<file path="config.mk">
export PLATFORM = sky130hd
export DESIGN_NAME = csr_timer
export DESIGN_NICKNAME = d
export VERILOG_FILES = /design/src/rtl/csr_timer.sv
export SDC_FILE = /design/constraint.sdc
export NUM_CORES = 1
export LEC_CHECK = 0
export ABC_AREA = 1
export CAP_MARGIN = 40
export CORE_ASPECT_RATIO = 0.5
export CORE_MARGIN = 5
export CORE_UTILIZATION = 45
export CTS_CLUSTER_DIAMETER = 80
export DETAILED_ROUTE_END_ITERATION = 12
export PLACE_DENSITY = 0.78
export SETUP_SLACK_MARGIN = 0.15
export SYNTH_ARGS = -nofsm -noshare
export SYNTH_HDL_FRONTEND = slang
export SYNTH_SLANG_ARGS = --single-unit
export TNS_END_PERCENT = 1
</file>
<file path="constraint.sdc">
create_clock -name clk -period 1.7 [get_ports clk]
set_input_delay 0.34 -clock clk [delete_from_list [all_inputs] [get_ports clk]]
set_output_delay 0.34 -clock clk [all_outputs]
set_load 0.01 [all_outputs]
</file>
<file path="src/rtl/csr_timer.sv">
// Constant timer (TCFG/TVAL countdown with latched interrupt) and the 64-bit
// free-running stable counter read by the rdcnt* instructions.
module csr_timer #(
  parameter int TIMER_W = 32
) (
  input  logic        clk,
  input  logic        rst_n,
  input  logic        tcfg_we,
  input  logic [31:0] tcfg_wdata,
  input  logic        ticlr_we,
  input  logic [31:0] ticlr_wdata,
  output logic [31:0] tcfg_out,
  output logic [31:0] tval_out,
  output logic        ti_out,
  output logic [63:0] stable_cnt
);

  logic [31:0]        tcfg_reg;
  logic [31:0]        tcfg_wmask;
  logic [TIMER_W-1:0] tval_reg, tval_next;
  logic [TIMER_W-1:0] reload, wr_reload;
  logic               stopped_reg, stopped_next;
  logic               ti_reg, ti_next;
  logic [63:0]        cnt_reg;
  logic               active, expire;
  logic               unused_bits;

  // Bits at or above TIMER_W store 0 and read back as 0.
  for (genvar gi = 0; gi < 32; gi++) begin : g_bits
    if (gi < TIMER_W) begin : g_impl
      assign tcfg_wmask[gi] = tcfg_wdata[gi];
      assign tval_out[gi]   = tval_reg[gi];
    end else begin : g_zero
      assign tcfg_wmask[gi] = 1'b0;
      assign tval_out[gi]   = 1'b0;
    end
  end

  assign unused_bits = ^{tcfg_wdata, ticlr_wdata[31:1]};

  assign reload    = {tcfg_reg[TIMER_W-1:2], 2'b00};
  assign wr_reload = {tcfg_wdata[TIMER_W-1:2], 2'b00};
  assign active    = tcfg_reg[0] & ~stopped_reg;
  // A TCFG write suppresses the expiry that would otherwise happen this cycle.
  assign expire    = ~tcfg_we & active & (tval_reg == '0);

  always_comb begin
    tval_next    = tval_reg;
    stopped_next = stopped_reg;
    if (tcfg_we) begin
      tval_next    = wr_reload;
      stopped_next = 1'b0;
    end else if (expire) begin
      if (tcfg_reg[1]) begin
        tval_next = reload;
      end else begin
        tval_next    = '1;
        stopped_next = 1'b1;
      end
    end else if (active) begin
      tval_next = tval_reg - TIMER_W'(1);
    end
  end

  // Expiry has priority over a same-cycle software clear.
  assign ti_next = expire | (ti_reg & ~(ticlr_we & ticlr_wdata[0]));

  always_ff @(posedge clk or negedge rst_n) begin
    if (!rst_n) begin
      tcfg_reg    <= '0;
      tval_reg    <= '0;
      stopped_reg <= 1'b0;
      ti_reg      <= 1'b0;
      cnt_reg     <= '0;
    end else begin
      if (tcfg_we) tcfg_reg <= tcfg_wmask;
      tval_reg    <= tval_next;
      stopped_reg <= stopped_next;
      ti_reg      <= ti_next;
      cnt_reg     <= cnt_reg + 64'd1;
    end
  end

  assign tcfg_out   = tcfg_reg;
  assign ti_out     = ti_reg;
  assign stable_cnt = cnt_reg;

endmodule

</file>
==> results.sh <==
export IMPL_outcome="complete, but fails checks"
export IMPL_root_buffer="sky130_fd_sc_hd__clkbuf_16"
export IMPL_clk_pin_slew_worst_paths_ps=70
export IMPL_ys_warn_count=0
export IMPL_syn_nets=1139
export IMPL_placedInstanceArea_sq_um=10470
export IMPL_synthDominantCellAreaShare=0.4270
export IMPL_worst_hold_slack_ps=359.9
export IMPL_grt_ovfl_total=0
export IMPL_cts_max_path_buffers=2
export IMPL_cts_max_level=4
export IMPL_final_setup_margin_ps=-91.56
export IMPL_netlist_area_sq_um=7619
export IMPL_detail_route_vias_per_cell=5.211
export IMPL_placeableCoreArea_sq_um=16470
export IMPL_largest_reg_flops=64
export IMPL_start_util=0.4624
export IMPL_final_core_util=0.7138
export IMPL_grt_start_max_net_pins=62
export IMPL_postSynthAreaPerCell_sq_um=7.127
export IMPL_synth_largest_area_cell="sky130_fd_sc_hd__dfrtp_1"
export IMPL_critPathMaxFanout=5
export IMPL_drt_drc_violations_left=0
export IMPL_netlist_top_cells_count="sky130_fd_sc_hd__nand2_1 (319), sky130_fd_sc_hd__inv_1 (143), sky130_fd_sc_hd__nor2_1 (137)"
export IMPL_grt_pass1_vias=8417
export IMPL_crit_path_capture_type="flip-flop"
export IMPL_yosys_most_used_dff="sky130_fd_sc_hd__dfrtp_1"
export IMPL_fin_worst_skew_ps=10.96
export IMPL_failed_checks="negative setup slack"
export IMPL_cts_inserted_buffers=17
export IMPL_final_setup_tns_ps=-1134
export IMPL_worstSkewPairLatency_ps=430
export IMPL_leakagePower_nw=5.801
export IMPL_grt_antenna_before_repair=0
export IMPL_syn_instance_count=1069
export IMPL_tritoncts_num_sinks=130
export IMPL_drt_pass1_iterations=6
export IMPL_final_period_utilization=1.054
export IMPL_fp_dieArea_sq_um=19790
export IMPL_ant_nets=0
export IMPL_yosys_register_bits=130
export IMPL_worst_pin_slew_ps=524.1
export IMPL_async_flop_share=1.000
export IMPL_hp_class="in2async"
export IMPL_finalWeightedCongestion=1.009
export IMPL_critPathRequiredTime_ps=2010
export IMPL_final_layout_size_suffix_gt1_frac=0.2951
export IMPL_yosysUniqueCellTypes=31
export IMPL_std_cell_rows=33
export IMPL_total_grt_usage=0.2797
export IMPL_cts_tree="done"
export IMPL_via_count=8406
export IMPL_drt_wl_total_um=28420
export IMPL_placed_cells_incl_taps=1567
export IMPL_worst_setup_path_type="reg2reg"
export IMPL_layout_area_overhead_vs_synth_pct=54.34
export IMPL_grt_pass1_wl_um=43950
export IMPL_slew_hr=0.6506
export IMPL_yosys_top_cells_area="sky130_fd_sc_hd__dfrtp_1 (43%), sky130_fd_sc_hd__nand2_1 (16%), sky130_fd_sc_hd__inv_1 (7.0%), sky130_fd_sc_hd__nor2_1 (6.7%), sky130_fd_sc_hd__xor2_1 (6.0%)"
export IMPL_timing_max_transition_violations_final=0
export IMPL_finalHoldViolCount=0
export IMPL_final_cell_count_no_fill=1613
export IMPL_avgRoutedWirePerCell_um=17.62
export IMPL_worst_ir_drop_vdd_mv=0.6994
export IMPL_startpoint_type_of_the_worst_setup_path="flip-flop"
export IMPL_synth_most_common_cell="sky130_fd_sc_hd__nand2_1"
export IMPL_max_freq_mhz=558.2
export IMPL_die_h_um=102.0
export IMPL_finalNetCount=1443
export IMPL_report_final_setup_viol=26
export IMPL_timing_critical_path_arrival_ps=2110
export IMPL_port_buffers=165
export IMPL_number_of_flops_mapped_to_enable_cells_by_yosys=0
export IMPL_io_pins=197
export IMPL_period_needed_ps=1792
export IMPL_finalInstanceArea_sq_um=11760
export IMPL_floorplan_die_width_um=194.0
export IMPL_cap_viol_max_count=0
export IMPL_place_hpwl_um=20790
export IMPL_p_per_area_nw_per_um2=784.5
export IMPL_detailedRoute_firstIterationViolations=656
export IMPL_rsz0062_at_grt="yes"
export IMPL_num_antenna_cells=0
export IMPL_share_of_synthesized_area_occupied_by_flip_flops_and_latches=0.4270
==> per-layer routing <==
| layer | GRT usage | vias up | part of all wire |
|---|---|---|---|
| met5 | 0 | - | 0 |
| met4 | 0.09719 | 0 | 0.029 |
| met3 | 0.04677 | 71 | 0.064 |
| met2 | 0.4910 | 371 | 0.49 |
| met1 | 0.3583 | 4002 | 0.42 |
| li1 | - | 3962 | - |
==> kinds of logic (layout without fill, tap and decap cells) <==
kind of cell	Yosys count	count (layout)	share of synthesized area
compound gates	87	87	0.05814
fa+ha+maj	2	2	0.003284
buf+inv	166	483	0.08688
flops	130	130	0.4270
simple gates	616	616	0.3465
xor+xnor	68	68	0.07817
==> path summary, 6_finish.rpt <==
path	slack [ps]	endpoint	start	cells past startpoint
max reg2reg	-90	tval_out[2]	tval_out[11]	11
min reg2reg	480	ti_out	ti_out	2
max in group asynchronous	840	tcfg_out[1]	rst_n	3
min in group clk	460	tcfg_out[0]	tcfg_wdata[0]	3
max	-90	tval_out[2]	tval_out[11]	11
min	360	stable_cnt[6]	rst_n	2
==> report_power, final <==
part	leakage (nW)	switching [W]	internal, W	total (W)
logic	3.88	0.00114	0.000892	0.00203
registers	1.65	0.000157	0.00329	0.00344
clock network	0.276	0.00158	0.00217	0.00375
==> area by class of cell <==
cell class	count	area [sq um]
tap	227	284.0
sequential	130	3277
clock inverter	15	157.7
fill	1284	4716
clock buffer	17	425.4
timing repair buffer	305	2570
inverter	146	565.5
multi-input combinational	773	4479
==> worst max-delay path, stage by stage (launching register included) <==
cell,delay (ps)
sky130_fd_sc_hd__dfrtp_1,420
sky130_fd_sc_hd__nor2_2,150
sky130_fd_sc_hd__nand2_1,140
sky130_fd_sc_hd__nor2_4,130
sky130_fd_sc_hd__nand2_1,90
sky130_fd_sc_hd__nor2_4,150
sky130_fd_sc_hd__nand3_2,90
sky130_fd_sc_hd__nand2_4,130
sky130_fd_sc_hd__buf_4,130
sky130_fd_sc_hd__o21ai_0,90
sky130_fd_sc_hd__nand2_1,100
sky130_fd_sc_hd__nand2_1,50
==> what timing repair did <==
action,in CTS,in global routing
buffers inserted,10,3
gates cloned,0,0
endpoints found under the hold margin,15,0
gates resized for setup,318,150
endpoints found under the setup margin,201,117
hold buffers,1,0
pin swaps,41,53
==> cell usage in the layout (no fill, tap or decap), types with 4 or more instances in the layout <==
master | Yosys | routed
sky130_fd_sc_hd__clkdlybuf4s50_1 | 0 | 34
sky130_fd_sc_hd__nand2_4 | 2 | 11
sky130_fd_sc_hd__a21oi_1 | 10 | 10
sky130_fd_sc_hd__xor2_1 | 52 | 51
sky130_fd_sc_hd__nor2_2 | 9 | 41
sky130_fd_sc_hd__nand2_1 | 319 | 281
sky130_fd_sc_hd__nor3_2 | 2 | 16
sky130_fd_sc_hd__buf_6 | 4 | 21
sky130_fd_sc_hd__o21ai_0 | 55 | 55
sky130_fd_sc_hd__buf_4 | 0 | 118
sky130_fd_sc_hd__dfrtp_1 | 130 | 111
sky130_fd_sc_hd__clkinvlp_4 | 0 | 4
sky130_fd_sc_hd__nor2_1 | 137 | 76
sky130_fd_sc_hd__buf_2 | 3 | 20
sky130_fd_sc_hd__dfrtp_2 | 0 | 19
sky130_fd_sc_hd__clkdlybuf4s15_1 | 0 | 9
sky130_fd_sc_hd__nor2_4 | 4 | 33
sky130_fd_sc_hd__xnor2_1 | 16 | 13
sky130_fd_sc_hd__nand3_4 | 0 | 4
sky130_fd_sc_hd__buf_12 | 0 | 5
sky130_fd_sc_hd__nand2_2 | 3 | 32
sky130_fd_sc_hd__nand3_1 | 80 | 63
sky130_fd_sc_hd__o22ai_1 | 6 | 6
sky130_fd_sc_hd__inv_2 | 1 | 7
sky130_fd_sc_hd__nand3b_1 | 4 | 4
sky130_fd_sc_hd__nor3_1 | 34 | 12
sky130_fd_sc_hd__nand4_1 | 17 | 17
sky130_fd_sc_hd__o21ai_1 | 16 | 14
sky130_fd_sc_hd__clkbuf_16 | 0 | 17
sky130_fd_sc_hd__inv_6 | 1 | 6
sky130_fd_sc_hd__nand3_2 | 1 | 14
sky130_fd_sc_hd__dlygate4sd2_1 | 0 | 84
sky130_fd_sc_hd__nor3_4 | 1 | 9
sky130_fd_sc_hd__inv_1 | 143 | 133
sky130_fd_sc_hd__clkbuf_2 | 0 | 12
==> metrics by stage <==
step / power [W] / worst slack [ps]
floorplan: 0.004364 / 60.73
global placement: 0.005505 / -56.88
detailed placement: 0.005543 / -105.8
CTS: 0.009212 / -50.66
global route: 0.009610 / -172.3
finish: 0.009225 / -91.56
Note: power is estimated with default switching activity, not from simulation.
